## config.mk

```make
export PLATFORM = sky130hd
export DESIGN_NAME = q_bridge_sequencer_flat
export DESIGN_NICKNAME = d
export VERILOG_FILES = /design/src/rtl/q_bridge_sequencer_if.sv /design/src/rtl/q_bridge_sequencer.sv /design/src/flat_wrapper.sv
export SDC_FILE = /design/constraint.sdc
export NUM_CORES = 1
export LEC_CHECK = 0
export CAP_MARGIN = 20
export CORE_ASPECT_RATIO = 0.7
export CORE_MARGIN = 3
export CORE_UTILIZATION = 38
export DETAILED_ROUTE_END_ITERATION = 8
export GPL_TIMING_DRIVEN = 0
export RECOVER_POWER = 50
export SLEW_MARGIN = 40
export SYNTH_ARGS = -nofsm -noshare
export SYNTH_HDL_FRONTEND = slang
export SYNTH_SLANG_ARGS = --single-unit
```

## constraint.sdc

```tcl
create_clock -name clk -period 11.55 [get_ports clk]
set_input_delay 3.465 -clock clk [delete_from_list [all_inputs] [get_ports clk]]
set_output_delay 3.465 -clock clk [all_outputs]
set_load 0.1 [all_outputs]
```

## src/rtl/q_bridge_sequencer_if.sv

```systemverilog
// q_bridge_sequencer_if: host and pulse-generator signal bundle for the echo-train sequencer
interface q_bridge_sequencer_if;
    logic        i_start;
    logic        i_abort;
    logic [15:0] i_cfg_word;
    logic [7:0]  i_cfg_count;
    logic [15:0] i_cfg_period;
    logic        o_busy;
    logic        o_done;
    logic        o_err;
    logic [15:0] o_pg_datain;
    logic        o_pg_load;
    logic        o_pg_rst_n;
    logic        o_sync;
    logic [7:0]  o_echo_idx;
    modport master (
        output i_start, i_abort, i_cfg_word, i_cfg_count, i_cfg_period,
        input  o_busy, o_done, o_err, o_pg_datain, o_pg_load, o_pg_rst_n, o_sync, o_echo_idx
    );
    modport slave (
        input  i_start, i_abort, i_cfg_word, i_cfg_count, i_cfg_period,
        output o_busy, o_done, o_err, o_pg_datain, o_pg_load, o_pg_rst_n, o_sync, o_echo_idx
    );
endinterface

```

## src/rtl/q_bridge_sequencer.sv

```systemverilog
// q_bridge_sequencer: loads the H-bridge pulse generator with a double strobe, then runs a re-armed echo train
module q_bridge_sequencer #(
    parameter int LOAD_HIGH = 2,
    parameter int LOAD_GAP  = 2,
    parameter int REARM     = 2
) (
    input logic clk,
    input logic reset,
    q_bridge_sequencer_if.slave bus
);
    localparam logic [15:0] STROBE_LEN = 16'(LOAD_HIGH + LOAD_GAP);
    localparam logic [15:0] LOAD_LEN   = 16'(2 * (LOAD_HIGH + LOAD_GAP));
    localparam logic [15:0] HIGH_LEN   = 16'(LOAD_HIGH);
    localparam logic [15:0] REARM_LEN  = 16'(REARM);
    typedef enum logic [2:0] {IDLE, LOAD, RUN, REARM_ST, DONE} state_t;
    state_t r_state, w_next;
    logic [15:0] r_cnt, r_word, r_period, w_limit;
    logic [7:0]  r_count, r_idx;
    logic        r_err, w_req, w_reject, w_accept, w_end, w_last;
    logic [16:0] w_min_period;
    assign w_min_period = 17'(bus.i_cfg_word[15:10]) + 17'(REARM) + 17'd3;
    assign w_req        = r_state == IDLE && bus.i_start && !bus.i_abort;
    assign w_reject     = w_req && (bus.i_cfg_count == 8'd0 || {1'b0, bus.i_cfg_period} < w_min_period);
    assign w_accept     = w_req && !w_reject;
    assign w_limit      = r_state == LOAD ? LOAD_LEN : r_state == RUN ? r_period - REARM_LEN : REARM_LEN;
    assign w_end        = r_cnt == w_limit - 16'd1;
    assign w_last       = r_idx == r_count - 8'd1;
    always_comb begin
        w_next = bus.i_abort ? IDLE
               : r_state == IDLE ? (w_accept ? LOAD : IDLE)
               : r_state == DONE ? IDLE
               : !w_end ? r_state
               : r_state == LOAD ? RUN
               : r_state == RUN ? REARM_ST
               : w_last ? DONE : RUN;
        bus.o_busy      = r_state != IDLE;
        bus.o_done      = r_state == DONE;
        bus.o_err       = r_err;
        bus.o_pg_datain = r_word;
        bus.o_pg_load   = r_state == LOAD && (r_cnt < HIGH_LEN || (r_cnt >= STROBE_LEN && r_cnt < STROBE_LEN + HIGH_LEN));
        bus.o_pg_rst_n  = r_state == RUN;
        bus.o_sync      = r_state == RUN && r_cnt == 16'd0;
        bus.o_echo_idx  = r_idx;
    end
    always_ff @(posedge clk) begin
        if (reset) begin
            r_state  <= IDLE;
            r_cnt    <= '0;
            r_word   <= '0;
            r_period <= '0;
            r_count  <= '0;
            r_idx    <= '0;
            r_err    <= 1'b0;
        end else begin
            r_state <= w_next;
            r_cnt   <= (w_next != r_state || r_state == IDLE) ? '0 : r_cnt + 16'd1;
            r_err   <= w_reject;
            if (w_accept) begin
                r_word   <= bus.i_cfg_word;
                r_count  <= bus.i_cfg_count;
                r_period <= bus.i_cfg_period;
                r_idx    <= '0;
            end else if (r_state == REARM_ST && w_next == RUN) begin
                r_idx <= r_idx + 8'd1;
            end
        end
    end
endmodule

```

## src/flat_wrapper.sv

```systemverilog
// flat-port wrapper written by rule: the top's interface ports become plain ports
module q_bridge_sequencer_flat 
#(
    parameter int LOAD_HIGH = 2,
    parameter int LOAD_GAP  = 2,
    parameter int REARM     = 2
)
  (clk, reset, bus_i_start, bus_i_abort, bus_i_cfg_word, bus_i_cfg_count, bus_i_cfg_period, bus_o_busy, bus_o_done, bus_o_err, bus_o_pg_datain, bus_o_pg_load, bus_o_pg_rst_n, bus_o_sync, bus_o_echo_idx);
  q_bridge_sequencer_if bus_i ();
  input logic clk;
  input logic reset;
  input wire logic [$bits(bus_i.i_start)-1:0] bus_i_start;
  input wire logic [$bits(bus_i.i_abort)-1:0] bus_i_abort;
  input wire logic [$bits(bus_i.i_cfg_word)-1:0] bus_i_cfg_word;
  input wire logic [$bits(bus_i.i_cfg_count)-1:0] bus_i_cfg_count;
  input wire logic [$bits(bus_i.i_cfg_period)-1:0] bus_i_cfg_period;
  output wire logic [$bits(bus_i.o_busy)-1:0] bus_o_busy;
  output wire logic [$bits(bus_i.o_done)-1:0] bus_o_done;
  output wire logic [$bits(bus_i.o_err)-1:0] bus_o_err;
  output wire logic [$bits(bus_i.o_pg_datain)-1:0] bus_o_pg_datain;
  output wire logic [$bits(bus_i.o_pg_load)-1:0] bus_o_pg_load;
  output wire logic [$bits(bus_i.o_pg_rst_n)-1:0] bus_o_pg_rst_n;
  output wire logic [$bits(bus_i.o_sync)-1:0] bus_o_sync;
  output wire logic [$bits(bus_i.o_echo_idx)-1:0] bus_o_echo_idx;
  assign bus_i.i_start = bus_i_start;
  assign bus_i.i_abort = bus_i_abort;
  assign bus_i.i_cfg_word = bus_i_cfg_word;
  assign bus_i.i_cfg_count = bus_i_cfg_count;
  assign bus_i.i_cfg_period = bus_i_cfg_period;
  assign bus_o_busy = bus_i.o_busy;
  assign bus_o_done = bus_i.o_done;
  assign bus_o_err = bus_i.o_err;
  assign bus_o_pg_datain = bus_i.o_pg_datain;
  assign bus_o_pg_load = bus_i.o_pg_load;
  assign bus_o_pg_rst_n = bus_i.o_pg_rst_n;
  assign bus_o_sync = bus_i.o_sync;
  assign bus_o_echo_idx = bus_i.o_echo_idx;
  q_bridge_sequencer #(.LOAD_HIGH(LOAD_HIGH), .LOAD_GAP(LOAD_GAP), .REARM(REARM)) u_core (.clk(clk), .reset(reset), .bus(bus_i));
endmodule
```

==> results of run 1 <==
==> power by group <==
part,total [uW],switching [uW],internal (uW)
sequential,249,6.83,242
clock,286,116,170
combinational,140,85.0,55.1
total,675,208,467
==> cell type report <==
cell class / count / share of cell area, %
Multi-Input combinational cell: 433 / 53.9
Clock buffer: 9 / 3.97
Inverter: 17 / 1.12
Sequential cell: 68 / 24.0
Buffer: 33 / 2.62
Clock inverter: 7 / 1.41
Timing Repair Buffer: 73 / 9.53
Tap cell: 157 / 3.46
==> per-stage QoR <==
| stage | utilization (%) | cell area [sq um] | hold slack, ns | worst slack (ns) |
|---|---|---|---|---|
| after floorplan | - | 4630 | 0.452 | 3.95 |
| after global placement | 46.9 | 5540 | 0.475 | 4.06 |
| after detailed placement | 45.7 | 5390 | 0.476 | 4.03 |
| after CTS | 48.3 | 5700 | 0.492 | 4.38 |
| after global routing | 48.0 | 5670 | 0.517 | 4.06 |
| final | 48.0 | 5670 | 0.490 | 4.43 |
==> path summary, 6_finish.rpt <==
path                                      to                       start  depth (start not counted)
hold reg to reg   u_core.bus.o_pg_datain[12]  u_core.bus.o_pg_datain[12]                          2
setup / recovery   u_core.bus.o_pg_datain[9]          bus_i_cfg_word[11]                         17
hold / removal    u_core.bus.o_pg_datain[12]  u_core.bus.o_pg_datain[12]                          2
setup reg to reg    u_core.bus.o_echo_idx[5]           u_core.r_state[1]                         16
==> flip-flops by register name (all words and copies together), names as in the netlist <==
register                cells
u_core.r_period            16
u_core.r_cnt               16
u_core.bus.o_pg_datain     16
u_core.bus.o_echo_idx       8
u_core.r_count              8
u_core.r_state              3
u_core.bus.o_err            1
==> worst reg2reg max path, cell delays in order (launching register included) <==
cell     delay, ns
dfxtp_1       0.31
buf_2         0.21
or3b_2        0.47
buf_2         0.21
inv_1         0.17
buf_2         0.27
nand2_1       0.09
ha_1          0.23
xnor2_1       0.28
xnor2_1       0.16
a31oi_1       0.09
o21ai_0       0.16
nand3_1       0.16
or4b_2        0.76
or3_4         0.46
or3_1         0.36
a21oi_1       0.14
==> layout by cell type (no fill, tap or decap), types with 3 or more instances in the layout <==
cell type,n
o21a_1,7
clkbuf_16,9
inv_6,4
o211ai_1,5
clkdlybuf4s50_1,40
nor2b_1,5
nand4_1,11
nor4_1,17
nand3b_1,3
nand3_1,16
and3_1,6
or2_2,3
nor3b_1,3
nand2_1,24
nor4b_1,4
nor4_2,3
nor2_1,83
or4_1,3
and2_1,3
a21o_1,3
buf_1,6
inv_1,17
xor2_1,23
ha_1,17
a21oi_1,15
buf_2,8
o21ai_0,12
mux2i_1,44
dfxtp_1,68
clkbuf_1,47
nor3_1,9
xnor2_1,30
or3_1,8
a311oi_1,3
a211oi_1,4
nand2b_1,9
a31oi_1,5
==> metal layers <==
| metal | up-vias | GRT usage, % | share of wire, % |
|---|---|---|---|
| li1 | 2164 | - | - |
| met5 | - | 0 | 0 |
| met2 | 125 | 27.0 | 41 |
| met4 | 0 | 4.10 | 1.0 |
| met1 | 2082 | 28.6 | 51 |
| met3 | 16 | 4.69 | 6.8 |
==> kinds of logic (layout without fill, tap and decap cells) <==
| logic type | count (synthesis) | count (layout) | share of synthesized area (%) |
|---|---|---|---|
| AOI/OAI and AO/OA | 91 | 91 | 15.2 |
| DFF | 68 | 68 | 29.4 |
| adders and majority gates | 19 | 19 | 5.03 |
| and+or+nand+nor | 223 | 223 | 25.5 |
| other | 1 | 1 | 0.0811 |
| xor gates and xnor gates | 54 | 54 | 10.4 |
| buffers and inverters | 50 | 139 | 4.63 |
| muxes | 45 | 45 | 9.76 |
==> metrics.md, run 1 <==
| Metric | Value |
|---|---|
| Status | `finished clean` |
| Final-report hold violation count | `0` |
| Number of fillers in the final layout | `around 1.2k` |
| Netlist cell types | `73` |
| RSZ-0062 raised after global routing | `false` |
| Final setup violating endpoints | `0` |
| H-tree depth | `3` |
| Max_cap viols | `0` |
| IO Pins | `74` |
| R2r setup slk | `around 7 ns` |
| Pwr dens | `approximately 120 nW/um^2` |
| First DRT Iteration DRCs | `217` |
| Detailed-route via count | `4387` |
| Ys Warns | `0` |
| FFs w/ async S/R, synth | `0%` |
| Clock skew | `around 0.0069 ns` |
| Global Route Usage Sum | `18.9%` |
| Highest clock rate | `0.140 GHz` |
| Sum Neg Setup Slack | `0 ns` |
| DP Cell Count | `780` |
| Crit path buf inv count | `4` |
| Layout area overhead | `22.6%` |
| CTS Hold Buffers Added | `0` |
| Synthesized area per cell | `8.40 sq um` |
| Hpwl dp | `between 9000 and 10000 microns` |
| Pin count of the biggest net entering global routing | `15` |
| CP Max Fanout | `10` |
| DRC | `0` |
| CP peak stage delay | `0.66 ns` |
| Ranking of synthesized cells by area | `dfxtp_1 (29%), mux2i_1 (9.5%), nor2_1 (6.7%), xnor2_1 (5.7%), ha_1 (4.6%)` |
| Synth Register Bits | `68` |
| Port bufs | `a little over 70` |
| Multi-input logic area | `3060 sq um` |
| Clk root buf | `clkbuf_16` |
| Clk_lat worst skew | `0.34 ns` |
| Gr ovfl total | `0` |
| Cell count after synthesis | `551` |
| Wirelength per Cell | `about 16 microns` |
| Initial antenna violation count | `0` |
| Vias per cell | `5.50` |
| RePlAce Congestion | `0.900` |
| Vias in the first global route | `4105` |
| Max IR drop VDD | `63.1 uV` |
| Commonest cells in the synthesized netlist | `nor2_1 (83), dfxtp_1 (68), mux2i_1 (44)` |
| Top FF cell, synth | `dfxtp_1` |
| Starting Density | `between 30% and 40%` |
| Post-Route WL | `12700 microns` |
| Worst slew pin tran | `1.23 ns` |
| TritonCTS clock tree | `done` |
| Lkg Pwr | `0.00202 uW` |
| Core box area | `between 10000 and 15000 sq um` |
| Layout cells sized above 1 | `7.97%` |
| Die W | `138 microns` |
| Total die area | `about 14000 sq um` |
| Storage element area | `1360 sq um` |
| Mapped cell area | `4630 sq um` |
| Die Y | `98.3 microns` |
| CP Capture Type | `register` |
| Crit path max-delay family | `buffers and inverters` |
| Slew headroom | `18.5%` |
| Data arrival time of the critical path | `7.33 ns` |
| Area share of the largest cell type after synthesis | `29.4%` |
| Num Clock Sinks | `68` |
| Max-slew violation total from the final report | `0` |
| Critical path type | `input port to register` |
| EDFF count, synth | `0` |
| Deepest clock path buffer count | `2` |
| Rows | `33` |
| N_diodes | `0` |
| DR pass1 iterations | `5` |
| Crit path launch type | `input port` |
| Final cell count without fillers | `around 800` |
| Worst Path Required | `approximately 12 ns` |
| Antenna Nets Post-Route | `0` |
| Setup repair bufs after CTS | `0` |
| CP max-delay cell | `dlygate4sd3_1` |
| First-pass GRT wire length | `roughly 21000 microns` |
| Clock slew at reported path FFs | `~0.06 ns` |
| Pwr Total | `675 uW` |
| Num CTS Buffers | `9` |
| # resized after CTS | `0` |
| Area leader, netlist | `dfxtp_1` |
| Register area share after synthesis | `29.4%` |
| Final period utilization | `61.7%` |
| CP cell instances | `dlygate4sd3_1 -> inv_1 -> ha_1 -> a21oi_1 -> nor2_1 -> maj3_1 -> a22oi_1 -> xor2_1 -> ha_1 -> o21a_1 -> o211ai_1 -> nand4_1 -> and3_1 -> clkbuf_1 -> buf_1 -> mux2i_1 -> nor2_1` |
| NumNets Final | `696` |
| Most common cell in the netlist | `nor2_1` |
| Crit path time final | `7.12 ns` |
| Hold/Removal Path Class | `register to register` |
| Post-synth net total | `612` |
Note: power is estimated with default switching activity, not from simulation.
==> inputs of run 2 (changes only) <==
- clock period: 11.55 -> 7.2 ns (I/O delays scaled with it)
==> run 2 against run 1 <==
Against the previous run:
- cell area is 0.13% lower
- sequential power is 60% higher
- total power is 60% higher
- routed wire length is 0.42% lower
- clock skew hardly changed
- non-clock buffer count stayed put
- critical path type unchanged
- largest cell class unchanged
==> metrics.md, run 2 (synthesized netlist as in run 1, its figures left out) <==
| Metric | Value |
|---|---|
| Detailed-route via count | `4350 (-0.84%)` |
| Initial antenna violation count | `0 (unchanged)` |
| NumNets Final | `696 (unchanged)` |
| Antenna Nets Post-Route | `0 (unchanged)` |
| Crit path launch type | `input port` |
| Critical path type | `input port to register` |
| Deepest clock path buffer count | `2 (unchanged)` |
| Data arrival time of the critical path | `6.03 ns (-1.30 ns)` |
| Vias per cell | `5.46 (-0.84%)` |
| Worst slew pin tran | `1.23 ns (+0.00776 ns)` |
| Starting Density | `39.2% (unchanged)` |
| Layout cells sized above 1 | `7.34% (-0.62 points)` |
| H-tree depth | `3 (unchanged)` |
| Clock power frac | `42.4% (about the same)` |
| Highest clock rate | `0.172 GHz` |
| # resized after CTS | `0 (unchanged)` |
| Clk root buf | `clkbuf_16` |
| CTS Hold Buffers Added | `0 (unchanged)` |
| Pwr Total | `1080 uW (+60%)` |
| DRC | `0 (unchanged)` |
| Commonest cells after routing, fill and taps aside | `nor2_1 (83), dfxtp_1 (68), clkbuf_1 (50)` |
| CP max-delay cell | `dlygate4sd3_1` |
| Pwr dens | `191 nW/um^2 (+61%)` |
| First DRT Iteration DRCs | `242 (+12%)` |
| RSZ-0062 raised after global routing | `false` |
| Max_cap viols | `0 (unchanged)` |
| Port bufs | `72 (unchanged)` |
| Final setup violating endpoints | `0 (unchanged)` |
| Wirelength per Cell | `15.9 microns (-0.42%)` |
| DR pass1 iterations | `5 (unchanged)` |
| Gr ovfl total | `0 (unchanged)` |
| Die Y | `98.3 microns (unchanged)` |
| Vias in the first global route | `4105 (unchanged)` |
| Sum Neg Setup Slack | `0 ns (unchanged)` |
| Global Route Usage Sum | `18.9% (unchanged)` |
| Clock slew at reported path FFs | `0.06 ns (about the same)` |
| Total die area | `13600 sq um (unchanged)` |
| Layout area overhead | `22.5%` |
| Hpwl dp | `9760 microns (unchanged)` |
| Rows | `33 (unchanged)` |
| Worst Path Required | `7.41 ns (-4.35 ns)` |
| IO Pins | `74 (unchanged)` |
| Pint | `750 uW (+60%)` |
| Slew headroom | `18.0% (-0.52 points)` |
| Max-slew violation total from the final report | `0 (unchanged)` |
| NetSw | `333 uW (+60%)` |
| Die W | `138 microns (unchanged)` |
| First-pass GRT wire length | `20700 microns (unchanged)` |
| Num Clock Sinks | `68 (unchanged)` |
| Commonest non-fill, non-tap cell in the layout | `nor2_1` |
| RePlAce Congestion | `0.900 (unchanged)` |
| Hold/Removal Path Class | `register to register` |
| Register share of total power | `36.9% (about the same)` |
| Status | `finished clean` |
| Max IR drop VDD | `102 uV (+61%)` |
| CP cell instances | `dlygate4sd3_1 -> inv_1 -> ha_1 -> a21oi_1 -> nor2_1 -> maj3_1 -> a22oi_1 -> xor2_1 -> ha_1 -> o21a_1 -> o211ai_1 -> nand4_1 -> and3_1 -> clkbuf_1 -> buf_1 -> mux2i_1 -> nor2_1` |
| Lkg Pwr | `0.00200 uW (-0.64%)` |
| Final period utilization | `80.8%` |
| CP Max Fanout | `10 (unchanged)` |
| DP Cell Count | `780 (unchanged)` |
| Core box area | `11800 sq um (unchanged)` |
| Pin count of the biggest net entering global routing | `15 (unchanged)` |
| CP peak stage delay | `0.66 ns (about the same)` |
| Final core utilization | `48.0% (-0.063 points)` |
| Switching part of the total | `30.8% (-0.041 points)` |
| Num CTS Buffers | `9 (unchanged)` |
| Clk_lat worst skew | `0.34 ns (about the same)` |
| Final-report hold violation count | `0 (unchanged)` |
| N_diodes | `0 (unchanged)` |
| Post-Route WL | `12600 microns (-0.42%)` |
| Comb power frac | `20.7% (about the same)` |
| CP Capture Type | `register` |
| Final cell count without fillers | `797 (unchanged)` |
| Clock skew | `0.00717 ns (+0.000284 ns)` |
| Setup repair bufs after CTS | `0 (unchanged)` |
| Crit path time final | `just under 6 ns` |
| TritonCTS clock tree | `done` |
[run 2: cell types whose count changed in the layout (fill, tap and decap cells not counted)]
cell / previous run / this run
buf_2: 8 / 5
clkbuf_1: 47 / 50
clkdlybuf4s50_1: 40 / 41
dlygate4sd3_1: 2 / 1
or4_1: 3 / 4
or4_4: 2 / 1
[run 2: worst max-delay path, delay by kind of cell]
kind	cells	cell delay, ns
AO/OA/AOI/OAI	4	0.66
XOR/XNOR	1	0.10
adder cells (fa/ha/maj)	3	0.83
buffers and inverters	4	1.55
multiplexers	1	0.27
AND/OR/NAND/NOR	4	0.46
[run 2: layer usage]
metal / vias up / part of all wire, % / GRT usage, % / wire length (microns)
li1: 2165 / - / - / -
met1: 2055 / 51 / 28.6 / 6400
met5: - / 0 / 0 / 0
met3: 15 / 7.2 / 4.69 / 907
met4: 0 / 1.1 / 4.10 / 136
met2: 115 / 41 / 27.0 / 5200
[run 2: path summary, 6_finish.rpt]
kind / end / startpoint / slack (ns) / cells past startpoint
worst max-delay path: u_core.bus.o_pg_datain[9] / bus_i_cfg_word[11] / 1.38 / 17
worst min-delay path: u_core.bus.o_pg_datain[12] / u_core.bus.o_pg_datain[12] / 0.49 / 2
worst max register to register: u_core.r_cnt[11] / u_core.r_state[1] / 2.09 / 18
worst min register to register: u_core.bus.o_pg_datain[12] / u_core.bus.o_pg_datain[12] / 0.49 / 2
[run 2: power groups by stage]
stage | Clock (uW) | Combinational [uW] | Sequential, uW
global placement | 0 | 225 | 407
CTS | 471 | 225 | 399
floorplan | 0 | 130 | 437
finish | 459 | 224 | 399
detailed placement | 0 | 224 | 407
global route | 488 | 246 | 400
[run 2: through the flow]
stage                     cell area (sq um)  hold WS (ns)  worst slack [ns]
after floorplan                        4630         0.452             0.908
after global placement                 5540         0.475              1.02
after detailed placement               5390         0.476             0.987
after CTS                              5700         0.492              1.33
after global routing                   5670         0.517              1.02
final                                  5670         0.490              1.38
[run 2: final cells by class]
class	count	area (sq um)
flip-flops and latches	68	1360
well taps	157	196
multi-input cells	433	3050
inverters	17	63.8
clock buffers	9	225
fillers	1193	6140
clock inverters	7	80.1
repair buffers	73	541
plain buffers	33	145
==> inputs of run 3 (changes only) <==
- clock period: 7.2 -> 6.1 ns (I/O delays scaled with it)
==> results of run 3 <==
The final DEF is identical to that of run 2. Status: finished clean.
Among the figures that moved: setup slack after placement 0.987 ns -> 0.217 ns; setup slack after layout 1.38 ns -> 0.609 ns; register-to-register setup slack 2.09 ns -> 0.99 ns; total power 1080 uW -> 1280 uW; worst IR drop on VDD 102 uV -> 120 uV
